<file path="src/rtl/pc_fetch_unit_pkg.sv">
// Shared core package.
// Contents:
//   - pc_state_e: fetch sequencer states.
//   - XLEN_DEFAULT: default datapath width.
//   - RESET_VECTOR_DEFAULT: default reset PC.
package rv_core_pkg;

    typedef enum logic [1:0] {
        IDLE  = 2'd0,
        ISSUE = 2'd1,
        HOLD  = 2'd2,
        KILL  = 2'd3
    } pc_state_e;

    localparam int          XLEN_DEFAULT         = 32;
    localparam logic [31:0] RESET_VECTOR_DEFAULT = 32'h0000_0000;

endpackage

</file>
<file path="src/rtl/pc_fetch_unit_if.sv">
// Instruction-memory fetch handshake (req/ack).
// Signals:
//   - fetch_req: request valid; driven by the fetch unit.
//   - fetch_addr: request address; driven by the fetch unit.
//   - fetch_ack: memory accepted the request; data returned this cycle.
//   - fetch_rdata: instruction word, valid with fetch_ack.
// Modports:
//   - master: the fetch unit.
//   - slave: the memory.
interface pc_fetch_unit_if #(
    parameter int XLEN = rv_core_pkg::XLEN_DEFAULT
);
    logic            fetch_req;
    logic [XLEN-1:0] fetch_addr;
    logic            fetch_ack;
    logic [31:0]     fetch_rdata;

    modport master (output fetch_req, fetch_addr, input fetch_ack, fetch_rdata);
    modport slave  (input fetch_req, fetch_addr, output fetch_ack, fetch_rdata);
endinterface

</file>
<file path="src/rtl/pc_fetch_unit_redirect_sel.sv">
// Combinational redirect selection. The module is named pc_redirect_sel.
// Function:
//   - Trap has priority over branch.
//   - The trap target is forced onto the alignment grid.
//   - A misaligned branch is dropped and flagged.
// Ports:
//   - branch_i, branch_target_i: branch request.
//   - trap_i, trap_target_i: trap request.
//   - redirect_o: the PC must be reloaded.
//   - target_o: the new PC.
//   - misalign_o: a branch was dropped for misalignment, with no trap present.
module pc_redirect_sel #(
    parameter int XLEN = rv_core_pkg::XLEN_DEFAULT,
    parameter int STEP = 4
) (
    input  logic            branch_i,
    input  logic [XLEN-1:0] branch_target_i,
    input  logic            trap_i,
    input  logic [XLEN-1:0] trap_target_i,
    output logic            redirect_o,
    output logic [XLEN-1:0] target_o,
    output logic            misalign_o
);
    localparam logic [XLEN-1:0] MASK = XLEN'(STEP - 1);

    logic aligned;

    assign aligned    = (branch_target_i & MASK) == '0;
    assign redirect_o = trap_i | (branch_i & aligned);
    assign target_o   = trap_i ? (trap_target_i & ~MASK) : branch_target_i;
    assign misalign_o = branch_i & ~aligned & ~trap_i;
endmodule

</file>
<file path="src/rtl/pc_fetch_unit.sv">
// Program counter and fetch sequencer for the IF stage.
// Function:
//   - Issues req/ack fetches to instruction memory.
//   - Applies stalls and trap/branch redirects.
//   - Drops responses made stale by a redirect.
// Ports:
//   - clk, rst_n: clock; asynchronous active-low reset.
//   - mem: fetch handshake, master side.
//   - stall_i: the downstream stage cannot accept.
//   - branch_i, branch_target_i: branch redirect request.
//   - trap_i, trap_target_i: trap redirect request.
//   - pc_o: next PC to be fetched.
//   - inst_valid_o, inst_o, inst_pc_o: delivered instruction (one-cycle pulse).
//   - misalign_o: one-cycle pulse when a branch was dropped.
//
// state | meaning
// IDLE  | first cycle after reset release, no request
// ISSUE | request for pc_o outstanding
// HOLD  | stalled, no request
// KILL  | stale request outstanding, its response will be dropped
module pc_fetch_unit
    import rv_core_pkg::*;
#(
    parameter int              XLEN         = XLEN_DEFAULT,
    parameter logic [XLEN-1:0] RESET_VECTOR = XLEN'(RESET_VECTOR_DEFAULT),
    parameter int              STEP         = 4
) (
    input  logic              clk,
    input  logic              rst_n,
    pc_fetch_unit_if.master   mem,
    input  logic              stall_i,
    input  logic              branch_i,
    input  logic [XLEN-1:0]   branch_target_i,
    input  logic              trap_i,
    input  logic [XLEN-1:0]   trap_target_i,
    output logic [XLEN-1:0]   pc_o,
    output logic              inst_valid_o,
    output logic [31:0]       inst_o,
    output logic [XLEN-1:0]   inst_pc_o,
    output logic              misalign_o
);
    pc_state_e       state_q, state_d;
    logic [XLEN-1:0] pc_q, pc_d;
    logic [XLEN-1:0] addr_q, addr_d;
    logic            req_q, req_d;
    logic [31:0]     inst_q, inst_d;
    logic [XLEN-1:0] inst_pc_q, inst_pc_d;
    logic            valid_q, valid_d;
    logic            misalign_q, misalign_d;

    logic            redirect;
    logic [XLEN-1:0] target;
    logic            sel_misalign;

    pc_redirect_sel #(.XLEN(XLEN), .STEP(STEP)) u_redirect_sel (
        .branch_i        (branch_i),
        .branch_target_i (branch_target_i),
        .trap_i          (trap_i),
        .trap_target_i   (trap_target_i),
        .redirect_o      (redirect),
        .target_o        (target),
        .misalign_o      (sel_misalign)
    );

    always_comb begin
        state_d    = state_q;
        pc_d       = pc_q;
        addr_d     = addr_q;
        inst_d     = inst_q;
        inst_pc_d  = inst_pc_q;
        valid_d    = 1'b0;
        misalign_d = sel_misalign;

        case (state_q)
            IDLE: begin
                if (redirect) pc_d = target;
                state_d = stall_i ? HOLD : ISSUE;
            end
            ISSUE: begin
                if (mem.fetch_ack) begin
                    if (redirect) begin
                        pc_d = target;
                    end else begin
                        valid_d   = 1'b1;
                        inst_d    = mem.fetch_rdata;
                        inst_pc_d = addr_q;
                        pc_d      = pc_q + XLEN'(STEP);
                    end
                    state_d = stall_i ? HOLD : ISSUE;
                end else if (redirect) begin
                    pc_d    = target;
                    state_d = KILL;
                end
            end
            HOLD: begin
                if (redirect) pc_d = target;
                if (!stall_i) state_d = ISSUE;
            end
            KILL: begin
                if (redirect) pc_d = target;
                if (mem.fetch_ack) state_d = stall_i ? HOLD : ISSUE;
            end
            default: state_d = IDLE;
        endcase

        // In ISSUE the address always tracks the PC; this covers both ISSUE
        // entry and a plain wait, where pc_d equals the held address.
        if (state_d == ISSUE) addr_d = pc_d;
        req_d = (state_d == ISSUE) || (state_d == KILL);
    end

    always_ff @(posedge clk or negedge rst_n) begin
        if (!rst_n) begin
            state_q    <= IDLE;
            pc_q       <= RESET_VECTOR;
            addr_q     <= RESET_VECTOR;
            req_q      <= 1'b0;
            inst_q     <= '0;
            inst_pc_q  <= '0;
            valid_q    <= 1'b0;
            misalign_q <= 1'b0;
        end else begin
            state_q    <= state_d;
            pc_q       <= pc_d;
            addr_q     <= addr_d;
            req_q      <= req_d;
            inst_q     <= inst_d;
            inst_pc_q  <= inst_pc_d;
            valid_q    <= valid_d;
            misalign_q <= misalign_d;
        end
    end

    assign mem.fetch_req  = req_q;
    assign mem.fetch_addr = addr_q;
    assign pc_o           = pc_q;
    assign inst_valid_o   = valid_q;
    assign inst_o         = inst_q;
    assign inst_pc_o      = inst_pc_q;
    assign misalign_o     = misalign_q;
endmodule

</file>
<file path="src/flat_wrapper.sv">
// flat-port wrapper written by rule: the top's interface ports become plain ports
module pc_fetch_unit_flat import rv_core_pkg::*;
#(
    parameter int              XLEN         = XLEN_DEFAULT,
    parameter logic [XLEN-1:0] RESET_VECTOR = XLEN'(RESET_VECTOR_DEFAULT),
    parameter int              STEP         = 4
)
  (clk, rst_n, stall_i, branch_i, branch_target_i, trap_i, trap_target_i, pc_o, inst_valid_o, inst_o, inst_pc_o, misalign_o, mem_fetch_req, mem_fetch_addr, mem_fetch_ack, mem_fetch_rdata);
  pc_fetch_unit_if #(.XLEN(XLEN)) mem_i ();
  input  logic clk;
  input  logic rst_n;
  input  logic stall_i;
  input  logic branch_i;
  input  logic [XLEN-1:0] branch_target_i;
  input  logic trap_i;
  input  logic [XLEN-1:0] trap_target_i;
  output logic [XLEN-1:0] pc_o;
  output logic inst_valid_o;
  output logic [31:0] inst_o;
  output logic [XLEN-1:0] inst_pc_o;
  output logic misalign_o;
  output wire logic [$bits(mem_i.fetch_req)-1:0] mem_fetch_req;
  output wire logic [$bits(mem_i.fetch_addr)-1:0] mem_fetch_addr;
  input wire logic [$bits(mem_i.fetch_ack)-1:0] mem_fetch_ack;
  input wire logic [$bits(mem_i.fetch_rdata)-1:0] mem_fetch_rdata;
  assign mem_fetch_req = mem_i.fetch_req;
  assign mem_fetch_addr = mem_i.fetch_addr;
  assign mem_i.fetch_ack = mem_fetch_ack;
  assign mem_i.fetch_rdata = mem_fetch_rdata;
  pc_fetch_unit #(.XLEN(XLEN), .RESET_VECTOR(RESET_VECTOR), .STEP(STEP)) u_core (.clk(clk), .rst_n(rst_n), .mem(mem_i), .stall_i(stall_i), .branch_i(branch_i), .branch_target_i(branch_target_i), .trap_i(trap_i), .trap_target_i(trap_target_i), .pc_o(pc_o), .inst_valid_o(inst_valid_o), .inst_o(inst_o), .inst_pc_o(inst_pc_o), .misalign_o(misalign_o));
endmodule
</file>
<file path="config.mk">
export PLATFORM = sky130hd
export DESIGN_NAME = pc_fetch_unit_flat
export DESIGN_NICKNAME = d
export VERILOG_FILES = /design/src/rtl/pc_fetch_unit_pkg.sv /design/src/rtl/pc_fetch_unit_if.sv /design/src/rtl/pc_fetch_unit_redirect_sel.sv /design/src/rtl/pc_fetch_unit.sv /design/src/flat_wrapper.sv
export SDC_FILE = /design/constraint.sdc
export NUM_CORES = 1
export LEC_CHECK = 0
export ABC_AREA = 1
export CAP_MARGIN = 10
export CORE_MARGIN = 3
export CORE_UTILIZATION = 35
export DETAILED_ROUTE_END_ITERATION = 8
export PLACE_DENSITY = 0.74
export SKIP_CTS_REPAIR_TIMING = 1
export SLEW_MARGIN = 20
export SYNTH_ARGS = -nofsm -noshare
export SYNTH_HDL_FRONTEND = slang
export SYNTH_SLANG_ARGS = --single-unit
</file>
<file path="constraint.sdc">
create_clock -name clk -period 1.4 [get_ports clk]
set_input_delay 0.42 -clock clk [delete_from_list [all_inputs] [get_ports clk]]
set_output_delay 0.42 -clock clk [all_outputs]
set_load 0.05 [all_outputs]
</file>
After elaboration in Yosys (flattened, before gate mapping) --
Cells that the tools add are included.
Operators by class: add/subtract/negate cells 1, eq/ne operators 5, multiplexer cells 14, bitwise logic cells 7, reduce and logical (&&, ||, !) cells 5
Operator list (number):
- $mux 32 | 4
- $pmux 32 s2 | 1
- $add 32x3->32 const B | 1
- $logic_not 32->1 | 1
- $mux 2 | 5
- $pmux 2 s4 | 1
- $eq 2x2->1 const B | 3
- $eq 2x1->1 const B | 2
- $and 1x1->1 | 3
- $mux 1 | 3
- $not 1->1 | 3
- $reduce_and 3->1 | 1
- $reduce_or 3->1 | 1
- $logic_not 2->1 | 1
- $logic_or 1x1->1 | 1
- $or 1x1->1 | 1
Storage, ports and cells: bits in registers 133, bits of input ports 102, logic and storage cells 40

Depth between registers and ports, before layout --
depth after elaboration 8, depth in mapped cells 12, mapped depth without buffers 12

By module --
From an unflattened synthesis, not the netlist that was laid out.
Second synthesis, totals: cell total of the unflattened synthesis 837, area total of the unflattened synthesis 6424.9 um2
Modules (own cells, without submodules):
- pc_fetch_unit | instances 1, cells each 730, area each 5933.2 um2, seq. area each 3303.2 um2
- pc_redirect_sel | instances 1, cells each 107, area each 491.7 um2, seq. area each 0.0 um2

Worst setup path before layout --
OpenSTA, ideal clock, no wires.
path kind register to register, start point register u_core.pc_q[2] (netlist: u_core.pc_o[2]), end point register u_core.addr_q[20] (netlist: u_core.mem.fetch_addr[20]), library setup time 127 ps, data arrival time 1762 ps, required time 1273 ps, slack -489 ps, stages on the path, launching flop included 11, buffers on the path 0, cells stage by stage dfrtp_1 > ha_1 > nand2_1 > nor2_1 > nand3_2 > nor2_4 > nand3_1 > nand3_1 > nand2_1 > nand2_1 > o21ai_0
Between the ends: longest elaborated chain between the ends 4
Ends and longest elaborated chain:
- start: declaration | line pc_fetch_unit.sv:43 | logic [XLEN-1:0] pc_q, pc_d;
- start signal: assignment | line pc_fetch_unit.sv:124 | pc_q <= pc_d;
- $add 32x3->32 | line pc_fetch_unit.sv:87 | pc_d = pc_q + XLEN'(STEP);
- $mux 32 | line pc_fetch_unit.sv:81 | if (redirect) begin
- $mux 32 | line pc_fetch_unit.sv:80 | if (mem.fetch_ack) begin
- $pmux 32 s2 | line pc_fetch_unit.sv:74 | case (state_q)
- named net u_core.pc_d[20] | line pc_fetch_unit.sv:43
- end signal: assignment | line pc_fetch_unit.sv:125 | addr_q <= addr_d;
- end: declaration | line pc_fetch_unit.sv:44 | logic [XLEN-1:0] addr_q, addr_d;
The timed path passes the listed nets, and every way through them passes these cells. A chain may end at the register's enable or synchronous reset.

Worst setup path after layout --
Ends and elaborated chain as after synthesis.

==> flow_summary_export.csv <==
group,metric,value,unit
grt,met1_usage,0.282,
sta,final.period_utilization,1.24,
cts,cts_max_level,4,
final_layout,antenna_cells,0,
worst_setup_path,critPathSlowestCell,"dfrtp_2",
sta,setup_violations,241,
sta,hold_viol,0,
placement,dpl.hpwl,17100,µm
power,power_density,1540,mW/mm²
detailed_routing,wire_per_inst,17.5,µm
sta,drv_slew,0,
sta,worst_pin_slew,0.418,ns
synth,synthCells,820,
sta,timing.fmax,0.578,GHz
synth,ys_warn_count,0,
outcome,violations,"setup timing",
floorplan,die_y,141,µm
placement,dp_cells,1348,
power,vdd_ir_drop_max,0.00109,V
detailed_routing,drcViolationCount,0,
final_layout,drive_gt1_frac,0.380,
synth,synth-seq-cells,132,
final_layout,fin_util,0.725,
synth,synth_top_family_by_area,"simple AND/OR/NAND/NOR gates",
synth,synth_compound_gate_area_share,0.0578,
worst_setup_path,cp_num_buf_inv,0,
grt,grt_max_degree,39,
cts,cts_buffers,17,
power,totalPowerFinal,19.6,mW
sta,tns,-20.26,ns
final_layout,fin_cells,1441,
synth,synth_area_per_cell,7.79,µm²
grt,grt_pass1_wl,35500,µm
synth,ys_types,39,
synth,synth_simple_gate_area_frac,0.354,
final_layout,area_growth_syn_to_layout,99.9,%
floorplan,num_rows,48,
placement,gp_congestion,0.917,
grt,track_usage,0.228,
floorplan,io_pins,233,
grt,met2_usage,0.386,
synth,synth_xor_area_frac,0.00686,
floorplan,die_area,0.0199,mm²
detailed_routing,wl,25200,µm
grt,grt_pass1_vias,6727,
synth,ys_seq_area_frac,0.517,
synth,muxShareOfSynthArea,0,
grt,use_met3,0.0533,
detailed_routing,drtPass1Iterations,5,
cts,clock_latency,0.42,ns
grt,gr-total-overflow,0,
sta,setup_ws,-0.329,ns
worst_setup_path,path_cells,"ha_4 > nand2_2 > nor2_4 > nand3_4 > nor2_4 > nand2_1 > nand2_1 > nand3_2 > nand2_2 > nand2_2 > o21ai_1",
detailed_routing,viasPerCell,4.93,
cts,clk_pin_slew_worst_paths,0.06,ns
cts,cts_tree,"built",
grt,antenna_found_initial,0,
worst_setup_path,cp_data_arrival_time,2.07,ns
final_layout,mostFrequentLayoutCells,"nand2_1 (374), buf_12 (142), buf_4 (108), dfrtp_1 (97), clkdlybuf4s50_1 (93)",
worst_setup_path,cp_top_family,"simple AND/OR/NAND/NOR gates",
worst_setup_path,critPathRequiredTime,1.75,ns
detailed_routing,via_count,7100,
final_layout,final_net_count,1306,
placement,place_ws,-0.761,ns
placement,port_buffers,230,
worst_setup_path,crit_top_cell,"nand2_2",
worst_setup_path,crit_path_start_kind,"flop",
outcome,status,"finished with violations",
worst_setup_path,end_kind,"flop",
synth,synthAdderAreaFrac,0.00196,
sta,skew,0.00730,ns
floorplan,core,0.0176,mm²
worst_setup_path,cp_max_fo,5,
cts,root_buffer,"clkbuf_16",
cts,clockBufferDepth,2,
sta,slew_headroom,0.721,
sta,rsz0062_at_grt,"yes",
job,drv_cap,0,
detailed_routing,drt_iter0_markers,529,
grt,grt.busiest_layer,"met2",
worst_setup_path,max_stage_delay,0.43,ns
sta,finalCriticalPeriod,1.73,ns
worst_setup_path,critical_path_class,"reg2reg",
synth,syn-cell-area,0.00639,mm²
cts,cts_sinks,132,
floorplan,die_w,141,µm
synth,synthesis.nets,923,
final_layout,fill_cells,1150,
min_path,holdCritPathClass,"in2reg",
power,p_leak,6.18,nW
final_layout,final_common_cell,"nand2_1",
floorplan,start_util,0.363,
detailed_routing,drtAntennaViolNets,0,
## registers in the layout (all words and copies together), names as in the netlist
name                   count
u_core.mem.fetch_addr     32
u_core.state_q             1
u_core.misalign_o          1
u_core.inst_pc_o          32
u_core.pc_o               32
u_core.inst_o             32
u_core.inst_valid_o        1
u_core.mem.fetch_req       1
## final timing paths
kind | start | slack [ns] | endpoint | depth (start not counted)
max | u_core.pc_o[2]$_DFF_PN0_ | -0.33 | u_core.mem.fetch_addr[20]$_DFFE_PN0N_ | 11
min | branch_i | 0.42 | u_core.misalign_o$_DFF_PN0_ | 4
max reg2reg | u_core.pc_o[2]$_DFF_PN0_ | -0.33 | u_core.mem.fetch_addr[20]$_DFFE_PN0N_ | 11
min reg2reg | u_core.inst_pc_o[23]$_DFFE_PN0P_ | 0.53 | u_core.inst_pc_o[23]$_DFFE_PN0P_ | 2
max in group asynchronous | rst_n | 0.36 | u_core.mem.fetch_addr[24]$_DFFE_PN0N_ | 3
min in group asynchronous | rst_n | 0.48 | u_core.misalign_o$_DFF_PN0_ | 2
## where the power goes
part	switching, mW	internal (mW)
Clock	1.85	3.36
Combinational	4.53	4.33
Sequential	0.930	4.60
Total	7.31	12.3
## final cells by class
class	instances	area, µm²	area share
clock buffer	17	425	0.0333
clock inverter	15	255	0.0200
inverter	63	251	0.0197
multi-input combinational	593	2950	0.231
sequential	132	3350	0.262
tap	225	282	0.0221
timing repair buffer	396	5250	0.412
## per-layer routing
| layer | share of wire | vias up |
|---|---|---|
| li1 | - | 3335 |
| met5 | 0 | - |
| met3 | 0.065 | 53 |
| met4 | 0.029 | 0 |
| met1 | 0.39 | 3395 |
| met2 | 0.51 | 317 |
## cell usage after synthesis (all sizes together)
cell | number | area share
nand2 | 401 | 0.24
dfrtp | 132 | 0.52
inv | 62 | 0.036
nor2 | 49 | 0.044
nand3 | 44 | 0.041
o21ai | 44 | 0.037
buf | 21 | 0.018
clkbuf | 11 | 0.0067
nand4 | 11 | 0.011
nand3b | 6 | 0.0071
or2 | 6 | 0.0059
nor3 | 5 | 0.0047
o211ai | 5 | 0.0059
a21oi | 4 | 0.0037
xor2 | 4 | 0.0055
a21boi | 3 | 0.0035
o21bai | 3 | 0.0035
a31oi | 2 | 0.0020
and2 | 2 | 0.0020
o31ai | 2 | 0.0024
clkinv | 1 | 0.00078
ha | 1 | 0.0020
xnor2 | 1 | 0.0014
## kinds of logic (layout without fill, tap and decap cells)
group / count (synthesis) / after routing
compound gates: 63 / 63
simple gates: 524 / 524
fa+ha+maj: 1 / 1
xor+xnor: 5 / 5
buf+inv: 95 / 491
flops: 132 / 132
## tightest hold or removal path, delay by kind of cell
| family | cells | cell delay [ns] |
|---|---|---|
| buffers and inverters | 2 | 0.30 |
| AND/OR/NAND/NOR | 2 | 0.08 |
## per-stage QoR
step | area [µm²] | hold WS, ns
after detailed placement | 11000 | 0.361
after global routing | 12800 | 0.432
after CTS | 11700 | -0.0937
after floorplan | 6460 | 0.124
after global placement | 11000 | 0.357
final | 12800 | 0.421
(Power assumes the default switching activity.)
